$ cat src/rtl/acl_cfg_writer.sv
`default_nettype none
// ============================================================================
// Module   : acl_cfg_writer
// Brief    : Loads one ACL match item (optional list clear, ready wait,
//            per-byte writes, result, completion strobe) from a host command.
// Revision : 1.0
// ============================================================================
module acl_cfg_writer #(
    parameter int PORT_NUM    = 4,
    parameter int RDY_TIMEOUT = 1024
) (
    input  logic                i_clk,
    input  logic                i_rst,
    input  logic                i_cfg_start,
    input  logic [PORT_NUM-1:0] i_cfg_port_sel,
    input  logic                i_cfg_clr,
    input  logic [4:0]          i_cfg_item_sel,
    input  logic [6:0]          i_cfg_item_len,
    input  logic [15:0]         i_cfg_item_rslt,
    input  logic [7:0]          i_cfg_byte,
    input  logic                i_cfg_byte_valid,
    output logic                o_cfg_byte_ready,
    output logic                o_cfg_busy,
    output logic                o_cfg_done,
    output logic                o_cfg_err,
    output logic [PORT_NUM-1:0] o_acl_port_sel,
    output logic                o_acl_clr_list_regs,
    input  logic                i_acl_list_rdy_regs,
    output logic [4:0]          o_acl_item_sel_regs,
    output logic [5:0]          o_acl_item_waddr_regs,
    output logic [7:0]          o_acl_item_din_regs,
    output logic                o_acl_item_we_regs,
    output logic [15:0]         o_acl_item_rslt_regs,
    output logic                o_acl_item_complete_regs
);

    localparam int              c_TMO_W    = (RDY_TIMEOUT > 1) ? $clog2(RDY_TIMEOUT + 1) : 1;
    localparam logic [c_TMO_W-1:0] c_TMO_LAST = c_TMO_W'(RDY_TIMEOUT - 1);
    localparam logic [6:0]      c_MAX_LEN  = 7'd64;

    typedef enum logic [2:0] {
        S_IDLE     = 3'd0,
        S_CHECK    = 3'd1,
        S_CLR      = 3'd2,
        S_WAIT_RDY = 3'd3,
        S_WRITE    = 3'd4,
        S_COMPLETE = 3'd5,
        S_DONE     = 3'd6,
        S_ERR      = 3'd7
    } state_t;

    state_t                r_state;
    state_t                w_next;
    logic                  r_clr_l;
    logic [6:0]            r_len;
    logic [6:0]            r_cnt;
    logic [c_TMO_W-1:0]    r_tmo;
    logic                  r_skip;
    logic                  w_byte_ready;
    logic                  w_hs;

    logic                  r_busy;
    logic                  r_done;
    logic                  r_err;
    logic                  r_acl_clr;
    logic                  r_complete;
    logic                  r_we;
    logic [5:0]            r_waddr;
    logic [7:0]            r_din;
    logic [PORT_NUM-1:0]   r_port;
    logic [4:0]            r_item;
    logic [15:0]           r_rslt;

    assign w_byte_ready = (r_state == S_WRITE) && (r_cnt < r_len);
    assign w_hs         = w_byte_ready && i_cfg_byte_valid;

    always_comb begin
        w_next = r_state;
        case (r_state)
            S_IDLE:     if (i_cfg_start) w_next = S_CHECK;
            S_CHECK: begin
                if ((r_len == 7'd0) || (r_len > c_MAX_LEN)) w_next = S_ERR;
                else if (r_clr_l)                           w_next = S_CLR;
                else                                        w_next = S_WAIT_RDY;
            end
            S_CLR:      w_next = S_WAIT_RDY;
            // The first wait cycle after a clear ignores ready: the table has
            // not yet had a chance to drop it in response to the clear.
            S_WAIT_RDY: begin
                if (!r_skip && i_acl_list_rdy_regs) w_next = S_WRITE;
                else if (r_tmo == c_TMO_LAST)       w_next = S_ERR;
            end
            S_WRITE:    if (r_cnt == r_len) w_next = S_COMPLETE;
            S_COMPLETE: w_next = S_DONE;
            S_DONE:     w_next = S_IDLE;
            S_ERR:      w_next = S_IDLE;
            default:    w_next = S_IDLE;
        endcase
    end

    always_ff @(posedge i_clk) begin
        if (i_rst) begin
            r_state    <= S_IDLE;
            r_clr_l    <= 1'b0;
            r_len      <= 7'd0;
            r_cnt      <= 7'd0;
            r_tmo      <= '0;
            r_skip     <= 1'b0;
            r_busy     <= 1'b0;
            r_done     <= 1'b0;
            r_err      <= 1'b0;
            r_acl_clr  <= 1'b0;
            r_complete <= 1'b0;
            r_we       <= 1'b0;
            r_waddr    <= 6'd0;
            r_din      <= 8'd0;
            r_port     <= '0;
            r_item     <= 5'd0;
            r_rslt     <= 16'd0;
        end else begin
            r_state    <= w_next;
            // Status pulses are registered from the next state so each lines
            // up exactly with the state it belongs to.
            r_busy     <= (w_next != S_IDLE);
            r_acl_clr  <= (w_next == S_CLR);
            r_complete <= (w_next == S_COMPLETE);
            r_done     <= (w_next == S_DONE);
            r_err      <= (w_next == S_ERR);
            r_we       <= w_hs;
            r_skip     <= (r_state == S_CLR);

            if (r_state == S_WAIT_RDY) r_tmo <= r_tmo + 1'b1;
            else                       r_tmo <= '0;

            if (w_hs) begin
                r_waddr <= r_cnt[5:0];
                r_din   <= i_cfg_byte;
                r_cnt   <= r_cnt + 7'd1;
            end

            if ((r_state == S_IDLE) && i_cfg_start) begin
                r_clr_l <= i_cfg_clr;
                r_len   <= i_cfg_item_len;
                r_cnt   <= 7'd0;
                r_port  <= i_cfg_port_sel;
                r_item  <= i_cfg_item_sel;
                r_rslt  <= i_cfg_item_rslt;
            end else if (w_next == S_IDLE) begin
                r_port  <= '0;
                r_item  <= 5'd0;
                r_rslt  <= 16'd0;
            end
        end
    end

    assign o_cfg_byte_ready         = w_byte_ready;
    assign o_cfg_busy               = r_busy;
    assign o_cfg_done               = r_done;
    assign o_cfg_err                = r_err;
    assign o_acl_port_sel           = r_port;
    assign o_acl_clr_list_regs      = r_acl_clr;
    assign o_acl_item_sel_regs      = r_item;
    assign o_acl_item_waddr_regs    = r_waddr;
    assign o_acl_item_din_regs      = r_din;
    assign o_acl_item_we_regs       = r_we;
    assign o_acl_item_rslt_regs     = r_rslt;
    assign o_acl_item_complete_regs = r_complete;

endmodule
`default_nettype wire

$ cat config.mk
export PLATFORM = sky130hd
export DESIGN_NAME = acl_cfg_writer
export DESIGN_NICKNAME = d
export VERILOG_FILES = /design/src/rtl/acl_cfg_writer.sv
export SDC_FILE = /design/constraint.sdc
export NUM_CORES = 1
export LEC_CHECK = 0
export CAP_MARGIN = 0
export CORE_MARGIN = 2
export CORE_UTILIZATION = 46
export CTS_BUF_LIST = sky130_fd_sc_hd__clkbuf_16
export CTS_CLUSTER_SIZE = 8
export DETAILED_ROUTE_END_ITERATION = 10
export PLACE_DENSITY_LB_ADDON = 0.25
export REMOVE_ABC_BUFFERS = 1
export SLEW_MARGIN = 40
export SYNTH_ARGS = -nofsm -noshare
export SYNTH_HDL_FRONTEND = slang
export SYNTH_SLANG_ARGS = --single-unit
$ cat constraint.sdc
create_clock -name i_clk -period 3 [get_ports i_clk]
set_input_delay 0.45 -clock i_clk [delete_from_list [all_inputs] [get_ports i_clk]]
set_output_delay 0.45 -clock i_clk [all_outputs]
set_load 0.01 [all_outputs]
# == After elaboration in Yosys (flattened, before gate mapping) ==
# Cells that the tools add are included.
# totals
regBits,75
in_bits,46
output_inout_bits,46
elab_cells,62
# classes
addsub,2
n_lt_le_gt_ge,2
n_eq_ne,13
muxes,13
n_bitwise,1
n_reduce_logical,14
# ops
operator,n
2-to-1 mux 16 bit,2
"equality test 3 bit, second input constant",7
one-hot mux 3 bit (7 select lines),1
2-to-1 mux 3 bit,5
"adder 11 x 1 -> 11 bit, second input constant",1
"equality test 11 x 10 -> 1 bit, second input constant",1
2-to-1 mux 5 bit,2
"equality test 3 x 2 -> 1 bit, second input constant",3
2-to-1 mux 4 bit,2
"adder 7 x 1 -> 7 bit, second input constant",1
equality test 7 bit,1
"> comparator 7 bit, second input constant",1
zero test 7 bit,1
< comparator 7 bit,1
zero test 3 bit,2
OR reduction 2 bit,3
logical AND 1 bit,4
"equality test 3 x 1 -> 1 bit, second input constant",1
nonzero test 3 bit,1
nonzero test 2 bit,1
zero test 1 bit,1
logical OR 1 bit,1
2-to-1 mux 1 bit,1
inverter 1 bit,1

# == Logic depth before layout (Yosys ltp) ==
# Gate-level depths: netlist of run 1.
# depth
ltp_word,7
ltp_mapped,7
mapped_depth_nobuf,6

# == Worst setup path before layout of run 1 ==
# No wires, ideal clock.
# synth_timing
path_kind,flip-flop to output port
from,register r_len[2]
to,output port o_cfg_byte_ready
arrival_time_ps,1774
required_time_ps,2550
slack_ps,776
stages_incl_launch_ff,7
path_buffers,1
cell_sequence,dfxtp_1 inv_1 ha_1 a21oi_1 a21oi_1 clkbuf_1 a2111oi_0
# synth_between
elab_chain_cells,2
# synth_rtl
item,line,source
"start, declared",55,logic [6:0] r_len;
"start signal, assigned",143,r_len <= i_cfg_item_len;
< comparator 7 bit,74,assign w_byte_ready = (r_state == S_WRITE) && (r_cnt < r_len);
logical AND 1 bit,74,
"end, declared",22,"output logic o_cfg_byte_ready,"
# No other way between the ends.

# == Final worst setup path of run 1 ==
# layout_timing
from,register r_len[4]
to,output port o_cfg_byte_ready
# The elaborated chain is that of the path after synthesis.

==> impl_results.md, run 1 <==
* Htree depth at 3
* Post-CTS Resized at 0
* DR iter-0 viols at 133
* Post-Synthesis Cell Area at 3030 sq um
* Post-synth cell types at 49
* Slew HR at 53.7%
* Yosys top cell area share at a little under 50%
* Mapped Avg Cell Area at between 9 and 10 sq um
* Share of cells above drive strength 1 at 6.78%
* Critical Path End Type: output pin
* Die Width at 85.1 um
* Int Pwr at 2.23 mW
* Count of final setup violators at 0
* Area leader, netlist: dfxtp_1
* Final instance area at 4300 sq um
* FF+latch count, synth at 75
* Worst Skew at 0.00735 ns
* Placed instance area at between 4000 and 5000 sq um
* PD cells at approximately 760 nW/um^2
* Final-stage net count at 463
* Worst min-delay path category: reg -> reg
* Final setup TNS at 0 ns
* Commonest non-fill, non-tap cell in the layout: clkdlybuf4s50_1
* # rows at 29
* Die area at 7240 sq um
* Vias at roughly 2,700
* Sw frac at 32.2%
* Grt total ovfl at 0
* DRC at 0
* # Max-Cap Violations at 0
* Critical path data required time at 2.55 ns
* Post-DP HPWL at around 5000 um
* Fmax at 0.347 GHz
* Area contributors post-synth: dfxtp_1 50%, a22o_1 7.2%, a21oi_1 5.6%, ha_1 3.7%, nand3_1 3.3%
* Clock latency on the worst-skew pair at 0.33 ns
* Die height at 85.1 um
* CP max FO at 4
* Post-synth ARST share at 0%
* Status: finished, final reports clean
* Number of CTS-inserted buffers at 9
* CTS tree: yes
* Initial Utilization at 47.6%
* # diodes at 0
* Leak pwr at 1.55 nW
* WL per Instance at 14.7 um
* Syn. warnings at 0
* Clock-pin slew on the worst setup and hold paths at 0.06 ns
* First-pass GRT wire length at around 12,000 um
* Clock Path Buffers at 2
* P_sw at around 1.1 mW
* # Post-CTS Setup Buffers at 0
* Core Area at 6350 sq um
* Post-Route WL at 7220 um
* Clk pwr share at 32.3%
* Tightest Pin Transition at 0.695 ns
* Initial antenna violation count at 0
* Slew Limit Fails at 0
* Port buffer count at 91
* Comb power frac at 29.6%
* Final Critical Period at 2.88 ns
* Final period util at 95.9%
* Largest net degree at the start of global routing at 29
* EDFF count, synth at 0
* RSZ-0062 raised after global routing: false
* Drt pass-1 iters at 4
* VDD IR max at 0.571 mV
* Synthesized instance count at 321
* Final GP Congestion at 0.807
* Seq/Total Area, Yosys at 49.6%
* Clk sinks at 75
* Synth Flop Type: dfxtp_1
* Area delta synth->final at 42.3%
* Vias in the first global route at about 2,500
* Worst EP arrival at about 2.4 ns
* Routed Antenna Nets at 0
* Layout filler cell count at 516
* Fin. Hold Viols at 0
* Most frequent cells in the layout: 91 x clkdlybuf4s50_1, 75 x dfxtp_1, 34 x a21oi_1
* Critical path class: reg -> out
* GRT Util Overall at 20.2%
* Hold buffers post-CTS at 0
* Root Driver: clkbuf_16
* CP startpoint kind: flip-flop
* I/O pin count at 92
* Register share of total power at 38.1%
* Vias per inst at 5.47
registers in the layout, summed over array words and instances, names as in the netlist, 3 cells and up:
signal / count
o_acl_item_rslt_regs: 16
r_tmo: 11
o_acl_item_din_regs: 8
r_cnt: 7
r_len: 7
o_acl_item_waddr_regs: 6
o_acl_item_sel_regs: 5
o_acl_port_sel: 4
r_state: 3
layout make-up:
cell class,instances,area [sq um],area share [%]
well taps,77,96.3,2.24
multi-input cells,215,1400,32.6
clock buffers,9,225,5.23
inverters,11,41.3,0.959
clock inverters,7,76.3,1.77
flip-flops and latches,75,1500,34.9
repair buffers,96,961,22.3
cells in the mapped netlist, types with 5 or more instances:
| library cell | n |
|---|---|
| o21ai_0 | 19 |
| a21oi_1 | 34 |
| ha_1 | 9 |
| nand3_1 | 20 |
| a22o_1 | 25 |
| xor2_1 | 5 |
| inv_1 | 11 |
| nand4_1 | 5 |
| dfxtp_1 | 75 |
| clkbuf_1 | 15 |
| nand2_1 | 24 |
| nor2_1 | 16 |
cell families after synthesis:
logic type               after synthesis  share of synthesized area (%)
AND/OR/NAND/NOR                      102                           18.5
AO/OA/AOI/OAI                         93                           20.6
flip-flops                            75                           49.6
buffers and inverters                 31                           4.26
adder cells (fa/ha/maj)                9                           3.72
XOR/XNOR                               8                           2.32
multiplexers                           3                          0.993
power by group through the flow:
stage / logic [mW] / registers, mW / clock network, mW
after global placement: 0.966 / 1.27 / 0
after global routing: 1.07 / 1.27 / 1.13
after detailed placement: 0.969 / 1.27 / 0
after CTS: 0.977 / 1.25 / 1.08
after floorplan: 0.486 / 1.29 / 0
final: 0.975 / 1.25 / 1.06
per-layer routing:
layer	GRT usage [%]	vias up	part of all wire, %
met5	0	-	0
met4	9.09	0	1.7
met3	9.05	8	8.2
met2	30.5	88	45
met1	24.8	1245	45
li1	-	1338	-
critical path, cell delays in order, from the launching register on:
cell,delay [ns]
dfxtp_1,0.38
inv_1,0.06
ha_1,0.31
a211o_1,0.32
a2111oi_1,0.42
clkdlybuf4s50_1,0.61
path summary, 6_finish.rpt:
check / endpoint / cells past startpoint / slack, ns / startpoint
setup / recovery: o_cfg_byte_ready / 5 / 0.12 / r_len[4]
hold / removal: r_tmo[0] / 1 / 0.46 / r_tmo[0]
setup reg to reg: r_cnt[3] / 6 / 0.46 / r_len[4]
hold reg to reg: r_tmo[0] / 1 / 0.46 / r_tmo[0]
through the flow:
| step | utilization (%) | total power, mW | worst slack [ns] | hold WS (ns) | cells |
|---|---|---|---|---|---|
| 2_1_floorplan | - | 1.78 | 0.674 | 0.413 | 301 |
| 3_3_place_gp | 63.0 | 2.23 | 0.490 | 0.426 | 474 |
| 4_1_cts | 67.8 | 3.31 | 0.0500 | 0.459 | 490 |
| 3_5_place_dp | 63.0 | 2.24 | 0.393 | 0.443 | 474 |
| 5_1_grt | 67.8 | 3.47 | 0.00364 | 0.467 | 490 |
| 6_report | 67.8 | 3.29 | 0.122 | 0.458 | 490 |
Note: power is estimated with default switching activity, not from simulation.
==> inputs of run 2 (changes only) <==
--- a/config.mk
+++ b/config.mk
@@ -12,6 +12,7 @@
 export CTS_CLUSTER_SIZE = 8
 export DETAILED_ROUTE_END_ITERATION = 10
 export PLACE_DENSITY_LB_ADDON = 0.25
+export RECOVER_POWER = 50
 export REMOVE_ABC_BUFFERS = 1
 export SLEW_MARGIN = 40
 export SYNTH_ARGS = -nofsm -noshare
==> impl_results.md, run 2 (synthesis results as in run 1) <==
* Status: finished, final reports clean (unchanged)
* Most frequent cells in the layout: 75 x dfxtp_1, 46 x dlygate4sd3_1, 45 x clkdlybuf4s50_1 (was 91 x clkdlybuf4s50_1, 75 x dfxtp_1, 34 x a21oi_1)
* First-pass GRT wire length at 11,700 um (unchanged)
* Final instance area at 4300 sq um (unchanged)
* Worst EP arrival at 2.43 ns (about the same)
* Final GP Congestion at 0.807 (unchanged)
* Final-stage net count at 463 (unchanged)
* Count of final setup violators at 0 (unchanged)
* # diodes at 0 (unchanged)
* Initial Utilization at 47.6% (unchanged)
* I/O pin count at 92 (unchanged)
* Slew HR at 55.3% (was 53.7%)
* Port buffer count at 91 (unchanged)
* Root Driver: clkbuf_16 (unchanged)
* Htree depth at 3 (unchanged)
* Fmax at 0.347 GHz (about the same)
* Largest net degree at the start of global routing at 29 (unchanged)
* CP cell instances: inv_1 > ha_1 > a211o_1 > a2111oi_1 > clkdlybuf4s50_1 (unchanged)
* Largest register FFs at 16 (unchanged)
* Slew Limit Fails at 0 (unchanged)
* WL per Instance at 14.8 um (was 14.7 um)
* Critical path data required time at 2.55 ns (about the same)
* Commonest non-fill, non-tap cell in the layout: dfxtp_1 (was clkdlybuf4s50_1)
* RSZ-0062 raised after global routing: false (unchanged)
* Final period util at 96.0% (was 95.9%)
* CP max FO at 4 (unchanged)
* Core Area at 6350 sq um (unchanged)
* Hold buffers post-CTS at 0 (unchanged)
* Critical Path End Type: output pin (unchanged)
* Grt total ovfl at 0 (unchanged)
* Vias in the first global route at 2,524 (unchanged)
* Number of CTS-inserted buffers at 9 (unchanged)
* DR iter-0 viols at 131 (was 133)
* Post-DP HPWL at 4970 um (unchanged)
* Drt pass-1 iters at 4 (unchanged)
* Vias at 2,690 (was 2,679)
* Clock-pin slew on the worst setup and hold paths at 0.06 ns (about the same)
* Placed instance area at 4000 sq um (unchanged)
* Die Width at 85.1 um (unchanged)
* CTS tree: yes (unchanged)
* Critical path class: reg -> out (unchanged)
* Initial antenna violation count at 0 (unchanged)
* CP max stage cell: clkdlybuf4s50_1 (unchanged)
* GRT Util Overall at 20.2% (unchanged)
* # rows at 29 (unchanged)
* Worst min-delay path category: reg -> reg (unchanged)
* Layout filler cell count at 516 (unchanged)
* Leak pwr at 1.70 nW (was 1.55 nW)
* Fin. Hold Viols at 0 (unchanged)
* Post-Route WL at 7230 um (was 7220 um)
* Die area at 7240 sq um (unchanged)
* Tightest Pin Transition at 0.671 ns (was 0.695 ns)
* Vias per inst at 5.49 (was 5.47)
* CP startpoint kind: flip-flop (unchanged)
* Share of cells above drive strength 1 at 6.78% (unchanged)
* Final setup TNS at 0 ns (unchanged)
* Die height at 85.1 um (unchanged)
* Routed Antenna Nets at 0 (unchanged)
* PD cells at 756 nW/um^2 (was 764 nW/um^2)
* VDD IR max at 0.564 mV (was 0.571 mV)
* DRC at 0 (unchanged)
* Final core occ at 67.8% (unchanged)
* CP max stage delay at 0.61 ns (about the same)
* Clock Path Buffers at 2 (unchanged)
* Hold Slack at 0.459 ns (was 0.458 ns)
* Final Critical Period at 2.88 ns (about the same)
* # Max-Cap Violations at 0 (unchanged)
* Clock latency on the worst-skew pair at 0.33 ns (about the same)
* Pwr Total at 3.25 mW (was 3.29 mW)
* Clk sinks at 75 (unchanged)
* Worst Skew at 0.00739 ns (was 0.00735 ns)
* Area delta synth->final at 42.3% (unchanged)
[run 2: power breakdown]
part | leakage, nW | internal, mW | switching (mW)
clock | 0.144 | 0.647 | 0.416
sequential | 0.609 | 1.14 | 0.113
combinational | 0.943 | 0.413 | 0.527
total | 1.70 | 2.20 | 1.06
[run 2: worst max-delay path: cells and delay by family, from the launching register on]
| kind | cells | cell delay (ns) |
|---|---|---|
| adder cells (fa/ha/maj) | 1 | 0.31 |
| flip-flops | 1 | 0.38 |
| AO/OA/AOI/OAI | 2 | 0.74 |
| buffers and inverters | 2 | 0.67 |
[run 2: timing repair]
| action | in CTS | in global routing |
|---|---|---|
| setup buffers | 0 | 0 |
| setup endpoints to repair | 0 | 1 |
| gates resized for setup | 0 | 1 |
[run 2: worst paths after layout]
check	start	endpoint	slack, ns	cells past startpoint
worst min-delay path	r_tmo[0]	r_tmo[0]	0.46	1
worst max-delay path	r_len[4]	o_cfg_byte_ready	0.12	5
worst max register to register	r_len[4]	r_cnt[3]	0.48	6
worst min register to register	r_tmo[0]	r_tmo[0]	0.46	1
[run 2: per-layer routing]
layer / vias to the layer above / wire length [um] / track usage [%]
met4: 0 / 116 / 9.09
met2: 85 / 3290 / 30.5
li1: 1344 / - / -
met1: 1253 / 3250 / 24.8
met3: 8 / 573 / 9.05
met5: - / 0 / 0
[run 2: cell type report]
type / instances / area (sq um) / share of cell area [%]
clock buffer: 9 / 225 / 5.23
clock inverter: 7 / 76.3 / 1.77
inverter: 11 / 41.3 / 0.959
multi-input combinational: 215 / 1400 / 32.6
sequential: 75 / 1500 / 34.9
tap: 77 / 96.3 / 2.24
timing repair buffer: 96 / 961 / 22.3
[run 2: per-stage QoR]
step | worst slack [ns] | std cells
final | 0.120 | 490
after global routing | 0.00364 | 490
after CTS | 0.0500 | 490
after detailed placement | 0.393 | 474
after global placement | 0.490 | 474
after floorplan | 0.674 | 301
